File: src/rtl/ov7725_cap_pkg.sv
// Shared types and constants for the OV7725 capture stage: FSM state
// encoding, default frame geometry and RGB565 field layout.
package ov7725_cap_pkg;

  typedef enum logic [1:0] {
    ST_IDLE    = 2'd0,
    ST_SKIP    = 2'd1,
    ST_CAPTURE = 2'd2
  } cap_state_t;

  localparam int H_PIXEL_DEF  = 640;
  localparam int V_PIXEL_DEF  = 480;
  localparam int PIC_WAIT_DEF = 10;

  // RGB565 field positions within the 16-bit pixel
  localparam int R_MSB = 15;
  localparam int R_LSB = 11;
  localparam int G_MSB = 10;
  localparam int G_LSB = 5;
  localparam int B_MSB = 4;
  localparam int B_LSB = 0;

  // The sensor sends R[4:0]G[5:3] first, then G[2:0]B[4:0]; this places
  // the two bytes into their RGB565 fields.
  function automatic logic [15:0] rgb565_pack(input logic [7:0] hi, input logic [7:0] lo);
    logic [15:0] px;
    px = '0;
    px[R_MSB:R_LSB] = hi[7:3];
    px[G_MSB:G_LSB] = {hi[2:0], lo[7:5]};
    px[B_MSB:B_LSB] = lo[4:0];
    return px;
  endfunction

endpackage

File: src/rtl/ov7725_sync_edge.sv
// Input register stage for the camera bus. Registers href/vsync/data once,
// keeps a second stage of href and vsync, and derives the vsync rising edge
// and href falling edge used by the capture logic.
module ov7725_sync_edge (
  input  logic       i_clk,
  input  logic       i_rst_n,
  input  logic       i_href,
  input  logic       i_vsync,
  input  logic [7:0] i_data,
  output logic       o_href_d,
  output logic [7:0] o_data_d,
  output logic       o_vs_rise,
  output logic       o_href_fall
);

  logic       r_href_d;
  logic       r_href_dd;
  logic       r_vsync_d;
  logic       r_vsync_dd;
  logic [7:0] r_data_d;

  // pipeline the camera pins; second stage only for edge detection
  always_ff @(posedge i_clk) begin
    if (!i_rst_n) begin
      r_href_d   <= 1'b0;
      r_href_dd  <= 1'b0;
      r_vsync_d  <= 1'b0;
      r_vsync_dd <= 1'b0;
      r_data_d   <= 8'h00;
    end else begin
      r_href_d   <= i_href;
      r_href_dd  <= r_href_d;
      r_vsync_d  <= i_vsync;
      r_vsync_dd <= r_vsync_d;
      r_data_d   <= i_data;
    end
  end

  assign o_href_d    = r_href_d;
  assign o_data_d    = r_data_d;
  assign o_vs_rise   = r_vsync_d & ~r_vsync_dd;
  // previous stage high, current stage low: last byte of the line has passed
  assign o_href_fall = r_href_dd & ~r_href_d;

endmodule

File: src/rtl/ov7725_pixel_capture.sv
// OV7725 parallel-port capture: discards the first PIC_WAIT frames after
// init, packs byte pairs into RGB565 pixels with a write strobe per pixel,
// marks frame boundaries and flags malformed lines.
//
// state   | meaning
// --------+-------------------------------------------------------------
// IDLE    | waiting for sys_init_done; skip counter held at zero
// SKIP    | counting vsync rising edges while the sensor settles
// CAPTURE | pixels written; each vsync rise starts a new frame
module ov7725_pixel_capture
  import ov7725_cap_pkg::*;
#(
  parameter int H_PIXEL  = H_PIXEL_DEF,
  parameter int V_PIXEL  = V_PIXEL_DEF,
  parameter int PIC_WAIT = PIC_WAIT_DEF
) (
  input  logic        ov7725_pclk,
  input  logic        sys_rst_n,
  input  logic        sys_init_done,
  input  logic        ov7725_href,
  input  logic        ov7725_vsync,
  input  logic [7:0]  ov7725_data,
  output logic        ov7725_wr_en,
  output logic [15:0] ov7725_data_out,
  output logic        frame_start,
  output logic        frame_done,
  output logic        line_err,
  output logic [7:0]  frame_cnt
);

  logic       w_href_d;
  logic [7:0] w_data_d;
  logic       w_vs_rise;
  logic       w_href_fall;
  logic       w_capture;
  logic       w_wr_ok;

  cap_state_t  r_state;
  logic [7:0]  r_skip_cnt;
  logic        r_frame_start;
  logic [7:0]  r_frame_cnt;

  logic        r_phase;
  logic [7:0]  r_hi_byte;
  logic [10:0] r_pix_cnt;
  logic [9:0]  r_line_cnt;
  logic        r_wr_en;
  logic [15:0] r_data_out;
  logic        r_frame_done;
  logic        r_line_err;

  ov7725_sync_edge u_sync_edge (
    .i_clk       (ov7725_pclk),
    .i_rst_n     (sys_rst_n),
    .i_href      (ov7725_href),
    .i_vsync     (ov7725_vsync),
    .i_data      (ov7725_data),
    .o_href_d    (w_href_d),
    .o_data_d    (w_data_d),
    .o_vs_rise   (w_vs_rise),
    .o_href_fall (w_href_fall)
  );

  // dropping init stops strobes at the very next edge, ahead of the IDLE transition
  assign w_capture = (r_state == ST_CAPTURE) && sys_init_done;
  assign w_wr_ok   = w_capture
                     && (r_pix_cnt < 11'(H_PIXEL))
                     && (r_line_cnt < 10'(V_PIXEL));

  // frame sequencing: settle-skip after init, then frame boundaries while capturing
  always_ff @(posedge ov7725_pclk) begin
    if (!sys_rst_n) begin
      r_state       <= ST_IDLE;
      r_skip_cnt    <= 8'h00;
      r_frame_start <= 1'b0;
      r_frame_cnt   <= 8'h00;
    end else begin
      r_frame_start <= 1'b0;
      if (!sys_init_done) begin
        r_state    <= ST_IDLE;
        r_skip_cnt <= 8'h00;
      end else begin
        case (r_state)
          ST_IDLE: begin
            r_skip_cnt <= 8'h00;
            r_state    <= ST_SKIP;
          end
          ST_SKIP: begin
            if (w_vs_rise) begin
              r_skip_cnt <= r_skip_cnt + 8'd1;
              if (r_skip_cnt == 8'(PIC_WAIT - 1)) begin
                r_state       <= ST_CAPTURE;
                r_frame_start <= 1'b1;
              end
            end
          end
          ST_CAPTURE: begin
            if (w_vs_rise) begin
              r_frame_start <= 1'b1;
              r_frame_cnt   <= r_frame_cnt + 8'd1;
            end
          end
          default: r_state <= ST_IDLE;
        endcase
      end
    end
  end

  // byte packing, pixel/line counting, strobes and line geometry checks
  always_ff @(posedge ov7725_pclk) begin
    if (!sys_rst_n) begin
      r_phase      <= 1'b0;
      r_hi_byte    <= 8'h00;
      r_pix_cnt    <= 11'd0;
      r_line_cnt   <= 10'd0;
      r_wr_en      <= 1'b0;
      r_data_out   <= 16'h0000;
      r_frame_done <= 1'b0;
      r_line_err   <= 1'b0;
    end else begin
      r_wr_en      <= 1'b0;
      r_frame_done <= 1'b0;
      if (w_vs_rise) begin
        // vsync wins over an unfinished line: partial byte and counters dropped
        r_phase    <= 1'b0;
        r_pix_cnt  <= 11'd0;
        r_line_cnt <= 10'd0;
      end else if (w_href_d) begin
        r_phase <= ~r_phase;
        if (!r_phase) begin
          r_hi_byte <= w_data_d;
        end else begin
          if (w_wr_ok) begin
            r_wr_en    <= 1'b1;
            r_data_out <= rgb565_pack(r_hi_byte, w_data_d);
          end
          // saturate so a runaway href can never wrap back into the valid window
          if (r_pix_cnt != 11'h7FF) begin
            r_pix_cnt <= r_pix_cnt + 11'd1;
          end
        end
      end else begin
        r_phase <= 1'b0;
        if (w_href_fall) begin
          r_pix_cnt <= 11'd0;
          if (r_line_cnt < 10'(V_PIXEL)) begin
            r_line_cnt <= r_line_cnt + 10'd1;
          end
          if (w_capture) begin
            // r_phase still holds the phase of the last byte here: 1 means an odd byte
            if ((r_pix_cnt != 11'(H_PIXEL)) || r_phase) begin
              r_line_err <= 1'b1;
            end
            if (r_line_cnt == 10'(V_PIXEL - 1)) begin
              r_frame_done <= 1'b1;
            end
          end
        end
      end
    end
  end

  assign ov7725_wr_en    = r_wr_en;
  assign ov7725_data_out = r_data_out;
  assign frame_start     = r_frame_start;
  assign frame_done      = r_frame_done;
  assign line_err        = r_line_err;
  assign frame_cnt       = r_frame_cnt;

endmodule

File: config.mk
export PLATFORM = sky130hd
export DESIGN_NAME = ov7725_pixel_capture
export DESIGN_NICKNAME = d
export VERILOG_FILES = /design/src/rtl/ov7725_cap_pkg.sv /design/src/rtl/ov7725_sync_edge.sv /design/src/rtl/ov7725_pixel_capture.sv
export SDC_FILE = /design/constraint.sdc
export NUM_CORES = 1
export LEC_CHECK = 0
export ABC_AREA = 1
export BUFFER_PORTS_ARGS = -buffer_cell sky130_fd_sc_hd__clkbuf_2
export CORE_AREA = 2 2 94 96
export CTS_CLUSTER_DIAMETER = 60
export DETAILED_ROUTE_END_ITERATION = 10
export DIE_AREA = 0 0 96 98
export GPL_TIMING_DRIVEN = 0
export PLACE_DENSITY = 0.66
export REMOVE_ABC_BUFFERS = 1
export SYNTH_ARGS = -nofsm -noshare
export SYNTH_HDL_FRONTEND = slang
export SYNTH_SLANG_ARGS = --single-unit
File: constraint.sdc
create_clock -name ov7725_pclk -period 1.47 [get_ports ov7725_pclk]
set_clock_uncertainty 0.15 [all_clocks]
set_input_delay 0.2205 -clock ov7725_pclk [delete_from_list [all_inputs] [get_ports ov7725_pclk]]
set_output_delay 0.2205 -clock ov7725_pclk [all_outputs]
set_load 0.005 [all_outputs]
Yosys cells after proc, flatten, opt, wreduce, memory -nomap -nowiden
Cells that the tools add are included.
{ "totals": {"register_bits": 80, "wordCells": 78, "output_inout_bits": 28, "in_bits": 13} }
{ "classes": {"n_bitwise": 10, "n_reduce_logical": 20, "eq_ne": 10, "add_sub_neg": 4, "n_mux": 15, "n_lt_le_gt_ge": 2} }
{ "ops": {"columns": ["operator", "count"], "rows": [
  ["two-way mux 11 bit", 4],
  ["adder 8 x 1 -> 8 bit, second input constant", 2],
  ["one-hot mux 8 bit (2 select lines)", 1],
  ["AND reduction 3 bit", 5],
  ["adder 11 x 1 -> 11 bit, second input constant", 1],
  ["less-than comparator 11 x 10 -> 1 bit, second input constant", 1],
  ["inequality test 11 x 10 -> 1 bit, second input constant", 1],
  ["inequality test 11 bit, second input constant", 1],
  ["adder 10 x 1 -> 10 bit, second input constant", 1],
  ["equality test 10 x 9 -> 1 bit, second input constant", 1],
  ["less-than comparator 10 x 9 -> 1 bit, second input constant", 1],
  ["equality test 8 x 4 -> 1 bit, second input constant", 1],
  ["two-way mux 8 bit", 1],
  ["NOT 1 bit", 8],
  ["inequality test 2 bit, second input constant", 3],
  ["one-hot mux 2 bit (3 select lines)", 1],
  ["two-way mux 1 bit", 5],
  ["AND reduction 5 bit", 1],
  ["OR reduction 5 bit", 1],
  ["two-way mux 2 bit", 2],
  ["AND reduction 2 bit", 2],
  ["AND reduction 4 bit", 1],
  ["nonzero test 2 bit", 2],
  ["OR reduction 4 bit", 1],
  ["other kinds (10)", 13]
]} }

Logic depth before layout (Yosys ltp)
{ "depth": {"word_depth": 5, "depth_mapped": 11, "depth_no_buf": 10} }

Modules after synthesis
From an unflattened synthesis, not the netlist that was laid out.
{ "unflattened": {"hier_cells": 509, "area_unflattened_um2": 3627.2} }
{ "by_module_without_submodules": {"columns": ["mod", "cells_per_inst", "seq_area_each_um2", "area_each_um2", "instances"], "rows": [
  ["ov7725_pixel_capture", 468, 1361.3, 3270.6, 1],
  ["ov7725_sync_edge", 41, 240.2, 356.6, 1]
]} }

Worst setup path before layout
OpenSTA, ideal clock, no wires.
{ "synth_timing": {"path_kind": "reg-to-reg", "start": "reg r_state[0]", "end": "reg r_data_out[12] (netlist: ov7725_data_out[12])", "t_required_ns": 1.188, "setup_ns": 0.132, "stages_incl_launch_ff": 11, "setup_slack_ns": -0.148, "synth_period_minus_slack_ns": 1.618, "path_buffers": 1, "arrival_ns": 1.335, "cell_sequence": "dfxtp_1 > inv_1 > ha_1 > nand2_1 > inv_1 > nand4_2 > nor2_4 > nand2_2 > buf_6 > nand2_1 > a21oi_1"} }
{ "synth_via": {"elab_chain_cells": 5} }
{ "synth_lines": {"columns": ["element", "line_no", "source"], "rows": [
  ["from (decl)", "ov7725_pixel_capture.sv:38", "cap_state_t r_state;"],
  ["from (signal assigned)", "ov7725_pixel_capture.sv:73", "r_state <= ST_IDLE;"],
  ["from (signal assigned)", "ov7725_pixel_capture.sv:80", "r_state <= ST_IDLE;"],
  ["from (signal assigned)", "ov7725_pixel_capture.sv:86", "r_state <= ST_SKIP;"],
  ["equality test 2 bit", "ov7725_pixel_capture.sv:65", "assign w_capture = (r_state == ST_CAPTURE) && sys_init_done;"],
  ["logical AND 1 bit", "ov7725_pixel_capture.sv:65", null],
  ["logical AND 1 bit", "ov7725_pixel_capture.sv:67", "&& (r_pix_cnt < 11'(H_PIXEL))"],
  ["logical AND 1 bit", "ov7725_pixel_capture.sv:68", "&& (r_line_cnt < 10'(V_PIXEL));"],
  ["AND reduction 4 bit (no line)", null, null],
  ["to (signal assigned)", "ov7725_pixel_capture.sv:135", "r_data_out <= rgb565_pack(r_hi_byte, w_data_d);"],
  ["to (decl)", "ov7725_pixel_capture.sv:48", "logic [15:0] r_data_out;"]
]} }
No other way between the ends.
A chain may end at the register's enable or synchronous reset.

Final worst setup path
{ "layout_timing": {"start": "reg r_pix_cnt[9]", "end": "reg r_pix_cnt[10]"} }
{ "layout_via": {"elab_chain_cells": 4, "word_cells_on_any_way": 7, "cone_classes": "1 x add/sub; 2 x eq/ne; 3 x mux; 1 x reduce/logical"} }
{ "layout_lines": {"columns": ["element", "line_no", "source"], "rows": [
  ["from (decl)", "ov7725_pixel_capture.sv:45", "logic [10:0] r_pix_cnt;"],
  ["from (signal assigned)", "ov7725_pixel_capture.sv:139", "r_pix_cnt <= r_pix_cnt + 11'd1;"],
  ["adder 11 x 1 -> 11 bit", "ov7725_pixel_capture.sv:139", null],
  ["two-way mux 11 bit", "ov7725_pixel_capture.sv:138", "if (r_pix_cnt != 11'h7FF) begin"],
  ["two-way mux 11 bit", "ov7725_pixel_capture.sv:130", "if (!r_phase) begin"],
  ["two-way mux 11 bit", "ov7725_pixel_capture.sv:128", "end else if (w_href_d) begin"]
]} }
Parallel ways exist; a longest one is shown, timed or not. The select of a mux whose other input is x is not followed.

==> summary by stage <==
Timing
The number of max-slew violations in the final report is 0. The number of hold-slack violations in the final timing report is 0. For the pin with the worst max-slew slack, the measured transition is 0.325 ns. Setup slack on the critical path of the routed design comes to -0.120 ns.

Counting I/O delays and the setup requirement, the final critical path takes 1.59 ns. The fmax is approximately 0.63 GHz. The max-slew headroom at the worst pin is 0.784. Setup repair after global routing could not meet its margin everywhere.

The final-report setup violation count is 33. In the finished design, the share of the clock period the worst path needs comes to 1.08. The post-route worst hold slack is 0.156 ns.

Synthesis
The portion of synthesized cell area occupied by the leading cell type is 0.438. The synthesized design spends more area on one cell type than any other, namely dfxtp_1. The most used flip-flop cell after synthesis is dfxtp_1. The number of synthesized register bits is 80. The number of library cell types mapped by synthesis is 36. Of the synthesized area, sequential elements account for 0.438.

The number of flops mapped to enable cells by yosys is 0. Counting flops with an async set or reset pin after synthesis yields a share of 0. Synthesis handed over a netlist of between 500 and 600 instances.

Averaged over all synthesized cells, the footprint is 7.18 um^2. After synthesis, the cell types taking the most area are dfxtp_1 (44%), nand2_1 (13%), a21oi_1 (7.5%). The Yosys step of the flow raised 0 warnings. Summing every instance area after synthesis gives roughly 3700 um^2.

Finish
The final non-filler cell total is 713. The share of layout cells above drive strength 1 is 0.340. The utilization after layout is 0.602. 0 antenna diodes ended up in the layout. The number of nets in the finished design is roughly 620.

The filler cells instantiated in the layout total about 730. The area growth from synthesis to layout is 39.2%.

Clock network
TritonCTS built the clock tree. The clock insertion delay at the later pin of the skew report is 0.35 ns. The deepest level of the CTS H-tree is 3. The TritonCTS sink count is 80. No sink is reached through more buffers than the 2 on the longest clock path.

The TritonCTS buffer count is 9. CTS placed an instance of clkbuf_8 at the clock tree root. The clock transition time at the flip-flop clock pins of the worst setup and hold paths is 0.08 ns.

Floorplan
The die is around 96 um wide. The core region area is ~8500 um^2. The initial utilization of the core area, before any placement, comes to 0.432.

41 I/O pins were placed. The vertical extent of the die is ~98 um. The count of standard-cell rows is 34. The die area is ~9400 um^2.

Routing
The number of violations reported at the end of detailed-routing iteration 0 is 180. The average wire per cell in the routed design is roughly 13 um. The post-detailed-route count of antenna-violating nets is 0. The per-cell via count in the routed design is about 5.1.

After detailed routing, the total wire length is approximately 9500 um. After detailed routing, the number of remaining DRC violations is 0. The via count of the routed design is 3,669.

The first-pass detailed-route iteration total is 4.

Placement
In this run the tool buffered the top-level ports with 40 buffer cells. The placed instance count is ~640. Summed over all nets, the half-perimeter wirelength after detailed placement is ~5300 um. Routability-driven placement finished with a final weighted congestion of about 0.9.

Setup path
The worst setup path is captured at a register. The endpoint arrival time on the critical path is about 1.7 ns. STA puts the critical path data required time at around 1.6 ns. The kind of launch point of the worst setup path is a register. In this run the worst path has a maximum fanout of 8.

The worst setup path is of the register to register kind.

Global route
Entering global routing, the biggest net connects 27 pins. Across every metal layer, demand over resource in global routing totals 0.198. The aggregate global routing overflow is 0. The first global-routing pass estimated 14,900 um of wire. The initial antenna violation count is 0. The via count of the first global-routing pass was ~3,400.

Pwr
In this run the static leakage power is about 2.1 nW. The maximum vdd drop is slightly below 0.8 mV. The power per cell area is 875 nW/um^2.

Min path
The class of the worst hold path is primary input to register.

Run status
The flow ran to the end, but the final reports show violations. The checks that failed: negative setup slack.

Job
The number of violations of the max-capacitance limit is 0.
## cell families (layout without fill, tap and decap cells)
kind of cell	count (synthesis)	in the layout	share of synthesized area
and+or+nand+nor	258	261	0.316
buffers and inverters	83	175	0.101
DFF	80	80	0.438
AOI/OAI and AO/OA	78	78	0.110
adders and majority gates	9	9	0.0308
xor gates and xnor gates	2	2	0.00479
## final timing paths
path	slack [ns]	start	to	depth (start not counted)
min	0.16	sys_rst_n	u_sync_edge.o_href_d	3
max reg2reg	-0.12	r_pix_cnt[9]	r_pix_cnt[10]	8
min reg2reg	0.31	u_sync_edge.r_vsync_d	u_sync_edge.r_vsync_dd	2
max	-0.12	r_pix_cnt[9]	r_pix_cnt[10]	8
## power by group
group          internal (W)  leakage, nW  switching, W
combinational      0.000178         1.33      0.000233
clock              0.000976        0.108      0.000842
sequential          0.00220        0.657     0.0000331
total               0.00335         2.09       0.00111
## final cells by class
cell class	instances	area [um^2]	share of cell area
Sequential cell	80	1630	0.320
Clock inverter	7	104	0.0204
Timing Repair Buffer	91	677	0.133
Timing Repair inverter	1	7.51	0.00147
Tap cell	108	135	0.0265
Clock buffer	9	124	0.0243
Inverter	67	288	0.0565
Multi-Input combinational cell	350	2130	0.418
## metrics by stage
stage                     total power [W]  TNS, ns  cell area, um^2  setup WS (ns)
after floorplan                   0.00242    -7.63             3550         -0.273
after global placement            0.00249   -52.93             3880          -1.64
after detailed placement          0.00250   -54.61             3880          -1.71
after CTS                         0.00444    -2.10             4770         -0.117
after global routing              0.00462    -4.76             5090         -0.174
final                             0.00446    -2.51             5090         -0.120
## Yosys cell counts (2+ instances only)
master,count
nor3b_1,2
nand2_1,126
nand3_1,45
ha_1,9
o21ai_0,18
dfxtp_1,80
a21oi_1,55
inv_1,63
buf_6,4
nor2_1,50
nand4_1,9
buf_2,5
nand2_2,4
nand2_4,3
nor3_1,6
nor2_2,6
clkbuf_1,5
nand3_2,2
## sequential cells by signal (all words and copies together) (netlist names), 2 cells and up
register	flops
ov7725_data_out	16
r_pix_cnt	11
r_line_cnt	10
frame_cnt	8
r_hi_byte	8
r_skip_cnt	8
u_sync_edge.o_data_d	8
r_state	2
## worst max-delay path: stages (launching register included)
cell     delay, ns
dfxtp_1       0.45
nand2_2       0.14
nor2_2        0.17
nand3_4       0.13
nand2_8       0.15
buf_6         0.14
nand3_2       0.06
nand2_2       0.07
nor2_2        0.04
## per-layer routing
| layer | up-vias | global-route usage | share of wire | wire, um |
|---|---|---|---|---|
| li1 | 1828 | - | - | - |
| met4 | 0 | 0.0736 | 0.027 | 259 |
| met1 | 1718 | 0.242 | 0.43 | 4110 |
| met5 | - | 0 | 0 | 0 |
| met2 | 98 | 0.335 | 0.50 | 4800 |
| met3 | 25 | 0.0448 | 0.036 | 346 |
## repair_timing
item                       in CTS  in global routing
pin swaps                      35                 39
cloned                          4                  1
gates resized for setup        70                 80
hold buffers                   10                  0
setup endpoints to repair      65                 60
hold endpoints to repair       10                  0
setup buffers                  29                 13
## cells in the final DEF, fill, tap and decap left out, types with 4 or more instances in the layout
cell type,instances
a21oi_1,45
clkbuf_2,39
clkbuf_8,9
dfxtp_2,10
nand2_4,6
buf_4,28
dlygate4sd3_1,10
inv_1,52
nor2_2,10
nand2_8,6
buf_6,11
nand3_1,33
nor2_4,8
nand3_2,12
a21oi_2,10
nand4_1,9
o21ai_0,13
nand2_1,111
inv_2,7
nor2_1,40
nor3_1,5
dfxtp_4,4
nand2_2,12
ha_4,5
clkinvlp_4,4
dfxtp_1,66
Power figures use the tool's default switching activity.
